--- config.mk ---
export PLATFORM = sky130hd
export DESIGN_NAME = fetch_line_buffer
export DESIGN_NICKNAME = d
export VERILOG_FILES = /design/src/rtl/fetch_line_buffer.sv
export SDC_FILE = /design/constraint.sdc
export NUM_CORES = 1
export LEC_CHECK = 0
export BUFFER_PORTS_ARGS = -buffer_cell sky130_fd_sc_hd__buf_4
export CORE_ASPECT_RATIO = 0.9
export CORE_MARGIN = 1
export CORE_UTILIZATION = 50
export CTS_CLUSTER_DIAMETER = 50
export DETAILED_ROUTE_END_ITERATION = 16
export PLACE_DENSITY_LB_ADDON = 0.1
export SYNTH_ARGS = -nofsm -noshare
export SYNTH_HDL_FRONTEND = slang
export SYNTH_SLANG_ARGS = --single-unit
--- constraint.sdc ---
create_clock -name clk -period 16.3 [get_ports clk]
set_input_delay 1.63 -clock clk [delete_from_list [all_inputs] [get_ports clk]]
set_output_delay 1.63 -clock clk [all_outputs]
set_load 0.005 [all_outputs]
--- src/rtl/fetch_line_buffer.sv ---
// Direct-mapped fetch line buffer: fills whole lines from memory and offers one instruction at a time to decode.
// Define FETCH_LINE_BUFFER_PREFETCH_EN to request the next sequential line as the last slot of a line issues.
module fetch_line_buffer #(
    parameter int ADDR_W    = 64,
    parameter int BUS_W     = 64,
    parameter int INSN_W    = 32,
    parameter int NUM_LINES = 4,
    parameter int MASK_W    = 32
) (
    input  logic              clk,
    input  logic              reset_n,
    input  logic              redir_valid,
    input  logic [ADDR_W-1:0] redir_pc,
    input  logic [MASK_W-1:0] redir_mask,
    output logic              mem_req_valid,
    input  logic              mem_req_ready,
    output logic [ADDR_W-1:0] mem_req_addr,
    input  logic              mem_rsp_valid,
    input  logic [BUS_W-1:0]  mem_rsp_data,
    output logic              dec_valid,
    input  logic              dec_ready,
    output logic [ADDR_W-1:0] dec_pc,
    output logic [INSN_W-1:0] dec_insn,
    output logic [MASK_W-1:0] dec_mask
);

    localparam int LB       = $clog2(BUS_W / 8);
    localparam int IDX_BITS = $clog2(NUM_LINES);
    localparam int IDX_W    = (IDX_BITS > 0) ? IDX_BITS : 1;
    localparam int TAG_W    = ADDR_W - LB - IDX_BITS;
    localparam int SLOT_LSB = $clog2(INSN_W / 8);
    localparam int SLOT_W   = $clog2(BUS_W / INSN_W);
    localparam logic [ADDR_W-1:0] INSN_STEP = ADDR_W'(INSN_W / 8);

    localparam logic [7:0] OP_HALT              = 8'h01;
    localparam logic [7:0] OP_JMP_ALWAYS        = 8'h20;
    localparam logic [7:0] OP_JMP_EQUAL         = 8'h21;
    localparam logic [7:0] OP_JMP_NOT_EQUAL     = 8'h22;
    localparam logic [7:0] OP_JMP_GREATER       = 8'h23;
    localparam logic [7:0] OP_JMP_GREATER_EQUAL = 8'h24;
    localparam logic [7:0] OP_JMP_LOWER         = 8'h25;
    localparam logic [7:0] OP_JMP_LOWER_EQUAL   = 8'h26;
    localparam logic [7:0] OP_LOAD_RESTORE_PC   = 8'h30;

    // state      | meaning
    // LOOKUP     | probe the buffer at fetch_pc
    // MEM_REQ    | line request held until memory accepts it
    // MEM_WAIT   | waiting for the one-cycle read response
    // ISSUE      | instruction offered to decode
    // WAIT_REDIR | control flow handed off, idle until the store stage redirects
    typedef enum logic [2:0] {
        LOOKUP,
        MEM_REQ,
        MEM_WAIT,
        ISSUE,
        WAIT_REDIR
    } state_t;

    function automatic logic [IDX_W-1:0] idx_of(input logic [ADDR_W-1:0] a);
        if (IDX_BITS == 0) return '0;
        return a[LB +: IDX_W];
    endfunction

    function automatic logic [TAG_W-1:0] tag_of(input logic [ADDR_W-1:0] a);
        return a[ADDR_W-1 -: TAG_W];
    endfunction

    function automatic logic [ADDR_W-1:0] line_of(input logic [ADDR_W-1:0] a);
        return {a[ADDR_W-1:LB], {LB{1'b0}}};
    endfunction

    function automatic logic is_ctrl_flow(input logic [7:0] op);
        case (op)
            OP_HALT, OP_JMP_ALWAYS, OP_JMP_EQUAL, OP_JMP_NOT_EQUAL,
            OP_JMP_GREATER, OP_JMP_GREATER_EQUAL, OP_JMP_LOWER,
            OP_JMP_LOWER_EQUAL, OP_LOAD_RESTORE_PC: return 1'b1;
            default: return 1'b0;
        endcase
    endfunction

    state_t              state_q;
    logic [ADDR_W-1:0]   fetch_pc_q;
    logic [MASK_W-1:0]   mask_q;
    logic [NUM_LINES-1:0] valid_q;
    logic [BUS_W-1:0]    line_data_q [NUM_LINES];
    logic [TAG_W-1:0]    line_tag_q  [NUM_LINES];
    logic                mem_req_valid_q;
    logic [ADDR_W-1:0]   mem_req_addr_q;
    logic                dec_valid_q;
    logic [ADDR_W-1:0]   dec_pc_q;
    logic [INSN_W-1:0]   dec_insn_q;
    logic [MASK_W-1:0]   dec_mask_q;

    logic [IDX_W-1:0]    cur_idx;
    logic [IDX_W-1:0]    fill_idx;
    logic [SLOT_W-1:0]   cur_slot;
    logic                cur_hit;
    logic [INSN_W-1:0]   cur_insn;
    logic [ADDR_W-1:0]   fetch_pc_d;

    assign cur_idx    = idx_of(fetch_pc_q);
    assign fill_idx   = idx_of(mem_req_addr_q);
    assign cur_slot   = fetch_pc_q[SLOT_LSB +: SLOT_W];
    assign cur_hit    = valid_q[cur_idx] && (line_tag_q[cur_idx] == tag_of(fetch_pc_q));
    assign cur_insn   = line_data_q[cur_idx][cur_slot*INSN_W +: INSN_W];
    assign fetch_pc_d = fetch_pc_q + INSN_STEP;

`ifdef FETCH_LINE_BUFFER_PREFETCH_EN
    localparam logic [ADDR_W-1:0] LINE_STEP = ADDR_W'(BUS_W / 8);

    logic [ADDR_W-1:0] next_line;
    logic [IDX_W-1:0]  next_idx;
    logic              pf_miss;

    assign next_line = line_of(fetch_pc_q) + LINE_STEP;
    assign next_idx  = idx_of(next_line);
    assign pf_miss   = (&cur_slot) &&
                       !(valid_q[next_idx] && (line_tag_q[next_idx] == tag_of(next_line)));
`endif

    always_ff @(posedge clk or negedge reset_n) begin
        if (!reset_n) begin
            state_q         <= LOOKUP;
            fetch_pc_q      <= '0;
            mask_q          <= '1;
            valid_q         <= '0;
            mem_req_valid_q <= 1'b0;
            mem_req_addr_q  <= '0;
            dec_valid_q     <= 1'b0;
            dec_pc_q        <= '0;
            dec_insn_q      <= '0;
            dec_mask_q      <= '1;
        end else begin
            case (state_q)
                LOOKUP: begin
                    if (cur_hit) begin
                        dec_valid_q <= 1'b1;
                        dec_pc_q    <= fetch_pc_q;
                        dec_insn_q  <= cur_insn;
                        dec_mask_q  <= mask_q;
                        state_q     <= ISSUE;
                    end else begin
                        mem_req_valid_q <= 1'b1;
                        mem_req_addr_q  <= line_of(fetch_pc_q);
                        state_q         <= MEM_REQ;
                    end
                end
                MEM_REQ: begin
                    if (mem_req_ready) begin
                        mem_req_valid_q <= 1'b0;
                        state_q         <= MEM_WAIT;
                    end
                end
                MEM_WAIT: begin
                    if (mem_rsp_valid) begin
                        valid_q[fill_idx] <= 1'b1;
                        state_q           <= LOOKUP;
                    end
                end
                ISSUE: begin
                    if (dec_ready) begin
                        dec_valid_q <= 1'b0;
                        fetch_pc_q  <= fetch_pc_d;
                        if (is_ctrl_flow(dec_insn_q[7:0])) begin
                            state_q <= WAIT_REDIR;
                        end else begin
`ifdef FETCH_LINE_BUFFER_PREFETCH_EN
                            // fetch_pc_d already equals next_line here, so the fill serves the next lookup
                            if (pf_miss) begin
                                mem_req_valid_q <= 1'b1;
                                mem_req_addr_q  <= next_line;
                                state_q         <= MEM_REQ;
                            end else begin
                                state_q <= LOOKUP;
                            end
`else
                            state_q <= LOOKUP;
`endif
                        end
                    end
                end
                WAIT_REDIR: begin
                    if (redir_valid) begin
                        fetch_pc_q <= redir_pc;
                        mask_q     <= redir_mask;
                        state_q    <= LOOKUP;
                    end
                end
                default: state_q <= LOOKUP;
            endcase
        end
    end

    // Line payload and tags need no reset; the valid bits gate every use.
    always_ff @(posedge clk) begin
        if (state_q == MEM_WAIT && mem_rsp_valid) begin
            line_data_q[fill_idx] <= mem_rsp_data;
            line_tag_q[fill_idx]  <= tag_of(mem_req_addr_q);
        end
    end

`ifndef SYNTHESIS
    rsp_only_in_mem_wait: assert property (@(posedge clk) disable iff (!reset_n)
        mem_rsp_valid |-> state_q == MEM_WAIT);
`endif

    assign mem_req_valid = mem_req_valid_q;
    assign mem_req_addr  = mem_req_addr_q;
    assign dec_valid     = dec_valid_q;
    assign dec_pc        = dec_pc_q;
    assign dec_insn      = dec_insn_q;
    assign dec_mask      = dec_mask_q;

endmodule
==> flow_metrics.py, run 1 <==
metrics = {
    "sta": {
        "finalSetupViolations": 0,
        "hold_viol": 0,
        "drv_slew": 0,
        "clock-skew-final_ns": 0.0232,
        "period_needed_ns": 6.61,
        "slew_headroom": 0.195,
        "rsz0062_at_grt": "false",
        "tns_ns": 0,
        "finalCritPeriodShare": 0.406,
        "worst-slew-pin-transition_ns": 1.21,
        "max_freq_mhz": 151,
    },
    "worst_setup_path": {
        "worst-path-buf-inv": 4,
        "crit_family": "buffers and inverters",
        "cpMostUsedCell": "buf_4",
        "crit_required_ns": 16.80,
        "path_class": "flop to flop",
        "start_kind": "flop",
        "end_kind": "flop",
        "cp_max_fo": 64,
        "crit_chain": "buf_4 > buf_4 > mux4_2 > nand2_1 > o311ai_0 > nor4_1 > nand2_1 > nor4_2 > nand2_4 > buf_4 > buf_4 > mux2_4",
        "worst_ep_arrival_time_ns": 7.11,
        "critPathSlowestCell": "dfrtp_4",
        "crit_path_max_incr_delay_ns": 0.92,
    },
    "finish": {
        "antenna_cells": 0,
        "area_growth_syn_to_layout_pct": 19.7,
        "fill_cells": 4775,
        "nets": 2413,
        "drive_gt1_frac": 0.417,
    },
    "yosys": {
        "synthDistinctLibCells": 63,
        "synth_edf_count": 492,
        "synth_seq_area_share": 0.690,
        "ys_ff_latch": 786,
        "ys_warn_count": 0,
        "async_flop_share": 0.374,
        "synth_top_area_frac": 0.459,
        "syn_inst": 1895,
        "avgSynthCellArea_um2": 17.0,
        "synth_area_um2": 32200,
        "synth_top_cell_by_area": "edfxtp_1",
        "synth_flop_cell": "edfxtp_1",
        "synth_area_leaders": "edfxtp_1, dfrtp_1, mux4_2",
    },
    "floorplanning": {
        "die-area_um2": 65400,
        "core.rowCount": 87,
        "placeableCoreArea_um2": 63100,
        "die_w_um": 270,
        "chipHeight_um": 243,
        "io_pins": 360,
        "start_util": 0.510,
    },
    "clocking": {
        "cts_max_path_buffers": 3,
        "clk-insertion-delay-late_ns": 0.64,
        "hold_buffers": 0,
        "postCtsSetupBuffers": 0,
        "cts-resized-gates": 0,
        "numCtsBuffers": 89,
        "htree_levels": 3,
        "root_buffer": "clkbuf_16",
        "cts_tree": "built",
        "cts_sinks": 786,
        "cts.reportedPaths.clkPinSlew_ns": 0.06,
    },
    "global_routing": {
        "grt_max_degree": 103,
        "grt_usage": 0.248,
        "gr-total-overflow": 0,
        "grt_pass1_wl_um": 121000,
        "grt_pass1_vias": 18611,
        "grt_antenna_before_repair": 1,
    },
    "detailed_routing": {
        "num_vias": 18547,
        "drtIter0Drc": 1903,
        "dr.pass1.iters": 5,
        "finalWirelength_um": 80500,
        "detail_route.vias_per_cell": 5.86,
        "ant_nets": 0,
        "drc_errors": 0,
        "post_drt_wl_per_cell_um": 25.4,
    },
    "outcome": {
        "status": "finished, final reports clean",
    },
    "job": {
        "cap_violations": 0,
    },
    "place": {
        "dpl.hpwl_um": 51400,
        "gp_congestion": 0.869,
        "port_buffers": 356,
    },
    "worst_hold_path": {
        "min_path_type": "flop to flop",
    },
    "power": {
        "leakagePower_nw": 15.5,
        "ir_drop_v": 0.000105,
        "powerDensity_nw_per_um2": 136,
        "total_power_mw": 5.23,
    },
}
## logic make-up after synthesis
group / count (synthesis) / synth area share
flip-flops: 786 / 0.690
buffers and inverters: 152 / 0.0231
AO/OA/AOI/OAI: 265 / 0.0482
XOR/XNOR: 43 / 0.0117
adder cells (fa/ha/maj): 1 / 0.000388
multiplexers: 408 / 0.190
AND/OR/NAND/NOR: 239 / 0.0369
other: 1 / 0.000116
## synth_stat cells, drive strengths merged (6+ instances only)
master	count
a21oi	113
a2bb2oi	8
and2	6
and3	8
buf	55
clkbuf	73
dfrtp	230
dfstp	64
edfxtp	492
inv	24
mux2	255
mux2i	45
mux4	108
nand2	71
nand2b	6
nand3	40
nand4	22
nor2	41
nor3	9
nor4	12
o21ai	65
o22ai	32
xnor2	36
xor2	7
## flip-flops by register name, indices dropped and copies added, names as in the netlist
register,cells
dec_mask,32
valid_q,4
dec_pc,64
mask_q,32
dec_insn,32
line_tag_q,236
mem_req_addr,61
mem_req_valid,1
line_data_q,256
state_q,3
dec_valid,1
fetch_pc_q,64
## worst register-to-register path: cells and delay by family (launching register included)
kind	cells	cell delay [ns]
AOI/OAI and AO/OA	1	0.13
buffers and inverters	4	2.84
DFF	1	0.92
muxes	2	1.11
and+or+nand+nor	5	1.49
## cell usage in the layout, fill, tap and decap left out, types with 9 or more instances in the layout
master / instances
mux2_4: 98
buf_4: 384
nand2_1: 69
clkbuf_8: 11
clkbuf_16: 92
o21ai_0: 65
nor3_1: 9
inv_1: 24
nand3_1: 40
xnor2_1: 36
clkinv_1: 9
nor2_1: 39
clkbuf_1: 24
mux2i_1: 45
nand4_1: 22
nor4_1: 10
edfxtp_1: 492
dfrtp_1: 227
mux4_2: 108
a21oi_1: 113
dfstp_2: 64
o22ai_1: 32
mux2_2: 157
## final timing paths
kind,start,end,slack [ns],cells past startpoint
worst max register to register,fetch_pc_q[4],dec_insn[3],9.69,12
worst min register to register,valid_q[2],valid_q[2],0.47,1
worst max-delay path,fetch_pc_q[4],dec_insn[3],9.69,12
max in group asynchronous,reset_n,fetch_pc_q[2],13.66,2
worst min-delay path,valid_q[2],valid_q[2],0.47,1
min in group asynchronous,reset_n,dec_insn[27],1.09,1
## per-stage QoR
stage	hold slack, ns	util	cell area [µm²]	setup slack (ns)	instances
detailed placement	0.451	0.564	35600	9.69	3000
finish	0.472	0.611	38600	9.69	3167
CTS	0.469	0.611	38600	9.69	3167
global route	0.487	0.611	38600	9.42	3167
floorplan	0.434	-	32200	4.44	1897
global placement	0.447	0.564	35600	9.80	3000
## final cells by class
cell class	instances	area, µm²	area share
inverters	24	90.1	0.00234
flip-flops and latches	786	22200	0.576
multi-input cells	959	9320	0.242
clock inverters	40	403	0.0105
clock buffers	127	2540	0.0660
repair buffers	386	2920	0.0757
well taps	845	1060	0.0274
## routing by layer
metal | vias to the layer above | wire length, µm | part of all wire | GRT usage
met5 | - | 0 | 0 | 0
met4 | 0 | 1630 | 0.020 | 0.0605
met3 | 117 | 6130 | 0.076 | 0.0573
met2 | 721 | 37400 | 0.47 | 0.377
met1 | 9644 | 35300 | 0.44 | 0.364
li1 | 8065 | - | - | -
## power by group
part	total, mW	switching, mW	internal [mW]
clock	1.98	0.804	1.18
sequential	2.30	0.0980	2.20
combinational	0.947	0.475	0.472
total	5.23	1.38	3.85
No activity file was read; power rests on OpenSTA's default activity.
==> run 2, diff against run 1 <==
clock period = 6 ns   (was 16.3 ns; I/O delays follow)
==> run 2 against run 1 <==
Net effect:
- worst setup slack lost 8.5 ns
- first-iteration DRC count down 23%
- sequential share of layout area up 0.19 points
- cell area fell by 0.32%
- register-to-register slack lost 8.5 ns
- count of clock-buffer cells in the layout is 17 lower
- critical endpoint is now dec_pc[52]
==> flow_metrics.py, run 2 (synthesized netlist as in run 1, its figures left out) <==
metrics = {
    "worst_setup_path": {
        "worst_ep_arrival_time_ns": 5.34,
        "crit_cells": 10,
        "crit_family": "simple AND/OR/NAND/NOR gates",
        "start_kind": "flop",
        "crit_required_ns": 6.51,
        "r2r_cells": 10,
        "critPathSlowestCell": "dfrtp_4",
        "worst-path-buf-inv": 2,
        "end_kind": "flop",
        "path_class": "flop to flop",
        "crit_chain": "mux4_2 > xnor2_1 > nand4_1 > a2111oi_0 > buf_4 > nand2_1 > nor4_2 > nand2_4 > buf_12 > mux2_4",
        "crit_path_max_incr_delay_ns": 0.90,
        "cp_max_fo": 56,
    },
    "finish": {
        "area_growth_syn_to_layout_pct": 19.3,
        "drive_gt1_frac": 0.415,
        "seq_area_um2": 22200,
        "antenna_cells": 0,
        "final_common_cell": "edfxtp_1",
        "finish.utilization": 0.609,
        "regMostFlops": "line_data_q",
        "top_regs": "line_data_q: 256 flops, line_tag_q: 236 flops",
        "nets": 2411,
        "fill_cells": 4758,
        "multi_input_comb_area_um2": 9330,
        "final_cell_mix": "edfxtp_1, buf_4, dfrtp_1, mux2_2, a21oi_1",
        "largest_reg_flops": 256,
    },
    "clocking": {
        "cts_max_path_buffers": 3,
        "htree_levels": 3,
        "hold_buffers": 0,
        "numCtsBuffers": 81,
        "postCtsSetupBuffers": 0,
        "cts_sinks": 786,
        "cts-resized-gates": 0,
        "cts_tree": "built",
        "clk-insertion-delay-late_ns": 0.63,
        "cts.reportedPaths.clkPinSlew_ns": 0.06,
        "root_buffer": "clkbuf_16",
    },
    "place": {
        "port_buffers": 356,
        "gp_congestion": 0.885,
        "dpl.hpwl_um": 51800,
    },
    "sta": {
        "clock-skew-final_ns": 0.0235,
        "slew_headroom": 0.299,
        "worst-slew-pin-transition_ns": 1.05,
        "finalCritPeriodShare": 0.805,
        "drv_slew": 0,
        "hold_slack_ns": 0.0189,
        "rsz0062_at_grt": "false",
        "finalSetupViolations": 0,
        "period_needed_ns": 4.83,
        "max_freq_mhz": 207,
        "hold_viol": 0,
    },
    "global_routing": {
        "grt_usage": 0.247,
        "grt_pass1_vias": 18574,
        "grt_pass1_wl_um": 120000,
        "grt_antenna_before_repair": 1,
        "grt_max_degree": 93,
        "gr-total-overflow": 0,
    },
    "floorplanning": {
        "core.rowCount": 87,
        "io_pins": 360,
        "die_w_um": 270,
        "start_util": 0.510,
        "placeableCoreArea_um2": 63100,
        "die-area_um2": 65400,
        "chipHeight_um": 243,
    },
    "detailed_routing": {
        "num_vias": 18332,
        "ant_nets": 0,
        "detail_route.vias_per_cell": 5.81,
        "finalWirelength_um": 80000,
        "dr.pass1.iters": 5,
        "drc_errors": 0,
        "drtIter0Drc": 1463,
        "post_drt_wl_per_cell_um": 25.3,
    },
    "power": {
        "leakagePower_nw": 15.5,
        "powerDensity_nw_per_um2": 361,
        "ir_drop_v": 0.000241,
    },
    "job": {
        "cap_violations": 0,
    },
    "outcome": {
        "status": "finished, final reports clean",
    },
    "worst_hold_path": {
        "min_path_type": "primary input to asynchronous set/reset pin",
    },
}
-- run 2: power breakdown --
| group | total, mW | internal, mW | switching, mW |
|---|---|---|---|
| clock | 5.05 | 2.95 | 2.10 |
| combinational | 2.61 | 1.31 | 1.30 |
| sequential | 6.23 | 5.99 | 0.241 |
-- run 2: path summary, 6_finish.rpt --
check | start | to | slack, ns
max in group asynchronous | reset_n | dec_pc[48] | 4.67
min in group clk | mem_rsp_data[36] | line_data_q[3][36] | 0.17
setup / recovery | fetch_pc_q[3] | dec_pc[52] | 1.17
hold reg to reg | valid_q[1] | valid_q[1] | 0.47
setup reg to reg | fetch_pc_q[3] | dec_pc[52] | 1.17
hold / removal | reset_n | dec_valid | 0.02
-- run 2: layout make-up --
type / instances / area share
clock buffer: 110 / 0.0583
clock inverter: 41 / 0.0115
inverter: 24 / 0.00234
multi-input combinational: 959 / 0.243
sequential: 786 / 0.578
tap: 845 / 0.0275
timing repair buffer: 392 / 0.0794
-- run 2: per-layer routing --
layer	vias to the layer above	part of all wire	global-route usage	routed length, µm
met3	116	0.079	0.0646	6350
met4	2	0.024	0.0724	1910
met2	681	0.46	0.373	37100
li1	8040	-	-	-
met5	-	0.00013	0	10
met1	9493	0.43	0.353	34600
-- run 2: through the flow --
| step | power, mW | area [µm²] | setup TNS [ns] | setup slack, ns | instances |
|---|---|---|---|---|---|
| floorplan | 8.22 | 32200 | -30.96 | -0.291 | 1897 |
| global placement | 8.95 | 35700 | 0 | 1.22 | 3006 |
| detailed placement | 8.98 | 35700 | 0 | 1.20 | 3006 |
| CTS | 14.0 | 38400 | 0 | 1.19 | 3157 |
| global route | 14.4 | 38400 | 0 | 1.01 | 3157 |
| finish | 13.9 | 38400 | 0 | 1.17 | 3157 |
==> run 3, diff against run 2 <==
ABC_AREA = 1   (was not set)
clock period = 4.7 ns   (was 6 ns; I/O delays follow)
==> run 3 against run 2 <==
Net effect:
- power up 63%
- largest cell class unchanged
- fmax is 23% higher
- critical endpoint is now mem_req_addr[28]
- sequential power grew 47%
- cell area is 3.4% higher
==> flow_metrics.py, run 3 <==
metrics = {
    "outcome": {
        "status": "finished, final reports clean",
    },
    "detailed_routing": {
        "dr.pass1.iters": 5,
        "detail_route.vias_per_cell": 5.62,
        "num_vias": 24961,
        "drtIter0Drc": 2547,
        "m1WireLength_um": 41400,
        "wl_met3_um": 8210,
        "met2_length_um": 48200,
        "post_drt_wl_per_cell_um": 22.8,
        "highest_layer": "met5",
        "ant_nets": 0,
        "finalWirelength_um": 101000,
        "drc_errors": 0,
    },
    "yosys": {
        "synth_seq_area_share": 0.671,
        "netlist_top_cells_count": "nand2_1, edfxtp_1, dfrtp_1",
        "async_flop_share": 0.374,
        "avgSynthCellArea_um2": 10.4,
        "synth_edf_count": 492,
        "ys_ff_latch": 786,
        "synthDistinctLibCells": 40,
        "synth_area_leaders": "edfxtp_1, dfrtp_1, nand2_1",
        "ys_warn_count": 0,
        "synth_flop_cell": "edfxtp_1",
        "synth_most_common_cell": "nand2_1",
        "synth_top_area_frac": 0.446,
        "synth_top_cell_by_area": "edfxtp_1",
        "syn_inst": 3168,
        "synth_area_um2": 33100,
    },
    "worst_setup_path": {
        "end_kind": "flop",
        "crit_chain": "buf_12 > nand2_1 > nand3_1 > nand2_1 > nand2_1 > nand2_1 > nor2_1 > nand2_1 > nor2_1 > nand2_1 > nor2_1 > nand2_1 > nand2_4 > buf_4 > o21ai_0",
        "path_class": "flop to flop",
        "crit_path_max_incr_delay_ns": 0.59,
        "start_kind": "flop",
        "worst-path-buf-inv": 2,
        "critPathSlowestCell": "buf_12",
        "crit_family": "simple AND/OR/NAND/NOR gates",
        "cpMostUsedCell": "nand2_1",
        "crit_required_ns": 5.19,
        "cp_max_fo": 183,
        "worst_ep_arrival_time_ns": 4.40,
    },
    "finish": {
        "nets": 3672,
        "top_regs": "line_data_q: 256 flops, line_tag_q: 236 flops",
        "largest_reg_flops": 256,
        "regMostFlops": "line_data_q",
        "area_growth_syn_to_layout_pct": 20.0,
        "drive_gt1_frac": 0.184,
        "final_cell_mix": "nand2_1, edfxtp_1, buf_4, dfrtp_1, nand3_1",
        "final_common_cell": "nand2_1",
        "instances_no_fill": 4445,
    },
    "global_routing": {
        "grt_max_degree": 184,
        "gr-total-overflow": 0,
        "grt_pass1_vias": 24580,
        "grt_pass1_wl_um": 151000,
        "grt_antenna_before_repair": 7,
        "grt_usage": 0.301,
    },
    "sta": {
        "finalSetupViolations": 0,
        "slew_headroom": 0.313,
        "period_needed_ns": 3.92,
        "clock-skew-final_ns": 0.0274,
        "rsz0062_at_grt": "false",
        "tns_ns": 0,
        "max_freq_mhz": 255,
        "finalCritPeriodShare": 0.833,
        "worst-slew-pin-transition_ns": 1.03,
        "drv_slew": 0,
        "setup_slack_ns": 0.783,
        "hold_viol": 0,
        "hold_slack_ns": 0.0267,
    },
    "job": {
        "cap_violations": 0,
    },
    "place": {
        "gp_congestion": 0.975,
        "dpl.cell_count": 4262,
        "port_buffers": 356,
        "place_ws_ns": 0.830,
        "dpl.hpwl_um": 65700,
    },
    "floorplanning": {
        "die-area_um2": 67200,
        "placeableCoreArea_um2": 65500,
        "chipHeight_um": 246,
        "core.rowCount": 89,
        "io_pins": 360,
        "die_w_um": 273,
        "start_util": 0.505,
    },
    "clocking": {
        "cts_max_path_buffers": 3,
        "root_buffer": "clkbuf_16",
        "numCtsBuffers": 90,
        "postCtsSetupBuffers": 0,
        "cts_sinks": 786,
        "clk-insertion-delay-late_ns": 0.65,
        "cts_tree": "built",
        "cts.reportedPaths.clkPinSlew_ns": 0.06,
        "htree_levels": 3,
    },
    "power": {
        "ir_drop_v": 0.000539,
        "powerDensity_nw_per_um2": 571,
        "leakagePower_nw": 16.6,
    },
    "worst_hold_path": {
        "min_path_type": "primary input to flop",
    },
}
==> run 3: routing by layer <==
metal	GRT usage	vias to the layer above
met2	0.481	993
met4	0.108	8
met5	0	-
met3	0.0711	186
li1	-	11538
met1	0.403	12236
==> run 3: repair_timing <==
action,in CTS,in global routing
hold endpoints to repair,107,0
hold buffers,15,0
gates resized for setup,0,0
==> run 3: through the flow <==
step	util	power [mW]	instance area, µm²
after floorplan	-	13.1	33100
after global routing	0.607	23.7	39700
after CTS	0.606	22.7	39700
after detailed placement	0.558	15.7	36600
final	0.607	22.7	39700
after global placement	0.558	15.5	36600
==> run 3: kinds of logic after synthesis <==
group / after synthesis / share of synthesized area
AND/OR/NAND/NOR: 1407 / 0.176
flip-flops: 786 / 0.671
AO/OA/AOI/OAI: 563 / 0.0951
buffers and inverters: 373 / 0.0475
XOR/XNOR: 37 / 0.00979
adder cells (fa/ha/maj): 1 / 0.000378
other: 1 / 0.000113
==> run 3: power by group <==
part	total (mW)	switching, mW	internal (mW)
Combinational	6.49	4.51	1.99
Sequential	9.14	0.809	8.33
Clock	7.03	2.87	4.16
==> run 3: worst reg2reg max path, delay by kind of cell, from the launching register on <==
family / cells / cell delay, ns
compound gates: 1 / 0.12
buf+inv: 2 / 0.92
flops: 1 / 0.47
simple gates: 12 / 2.26
==> run 3: final timing paths <==
path,startpoint,end,slack (ns),cells past startpoint
worst max-delay path,fetch_pc_q[3],mem_req_addr[28],0.78,15
worst min-delay path,mem_rsp_data[1],line_data_q[1][1],0.03,1
worst max register to register,fetch_pc_q[3],mem_req_addr[28],0.78,15
worst min register to register,valid_q[1],valid_q[1],0.47,2
max in group asynchronous,reset_n,dec_mask[1],3.14,3
min in group asynchronous,reset_n,mem_req_addr[54],0.48,2
==> run 3: layout make-up <==
cell class / instances / area (µm²)
clock buffers: 118 / 2530
diodes: 3 / 7.51
repair buffers: 411 / 3240
flip-flops and latches: 786 / 22200
well taps: 864 / 1080
clock inverters: 47 / 472
inverters: 205 / 777
fillers: 5444 / 25800
multi-input cells: 2011 / 9380
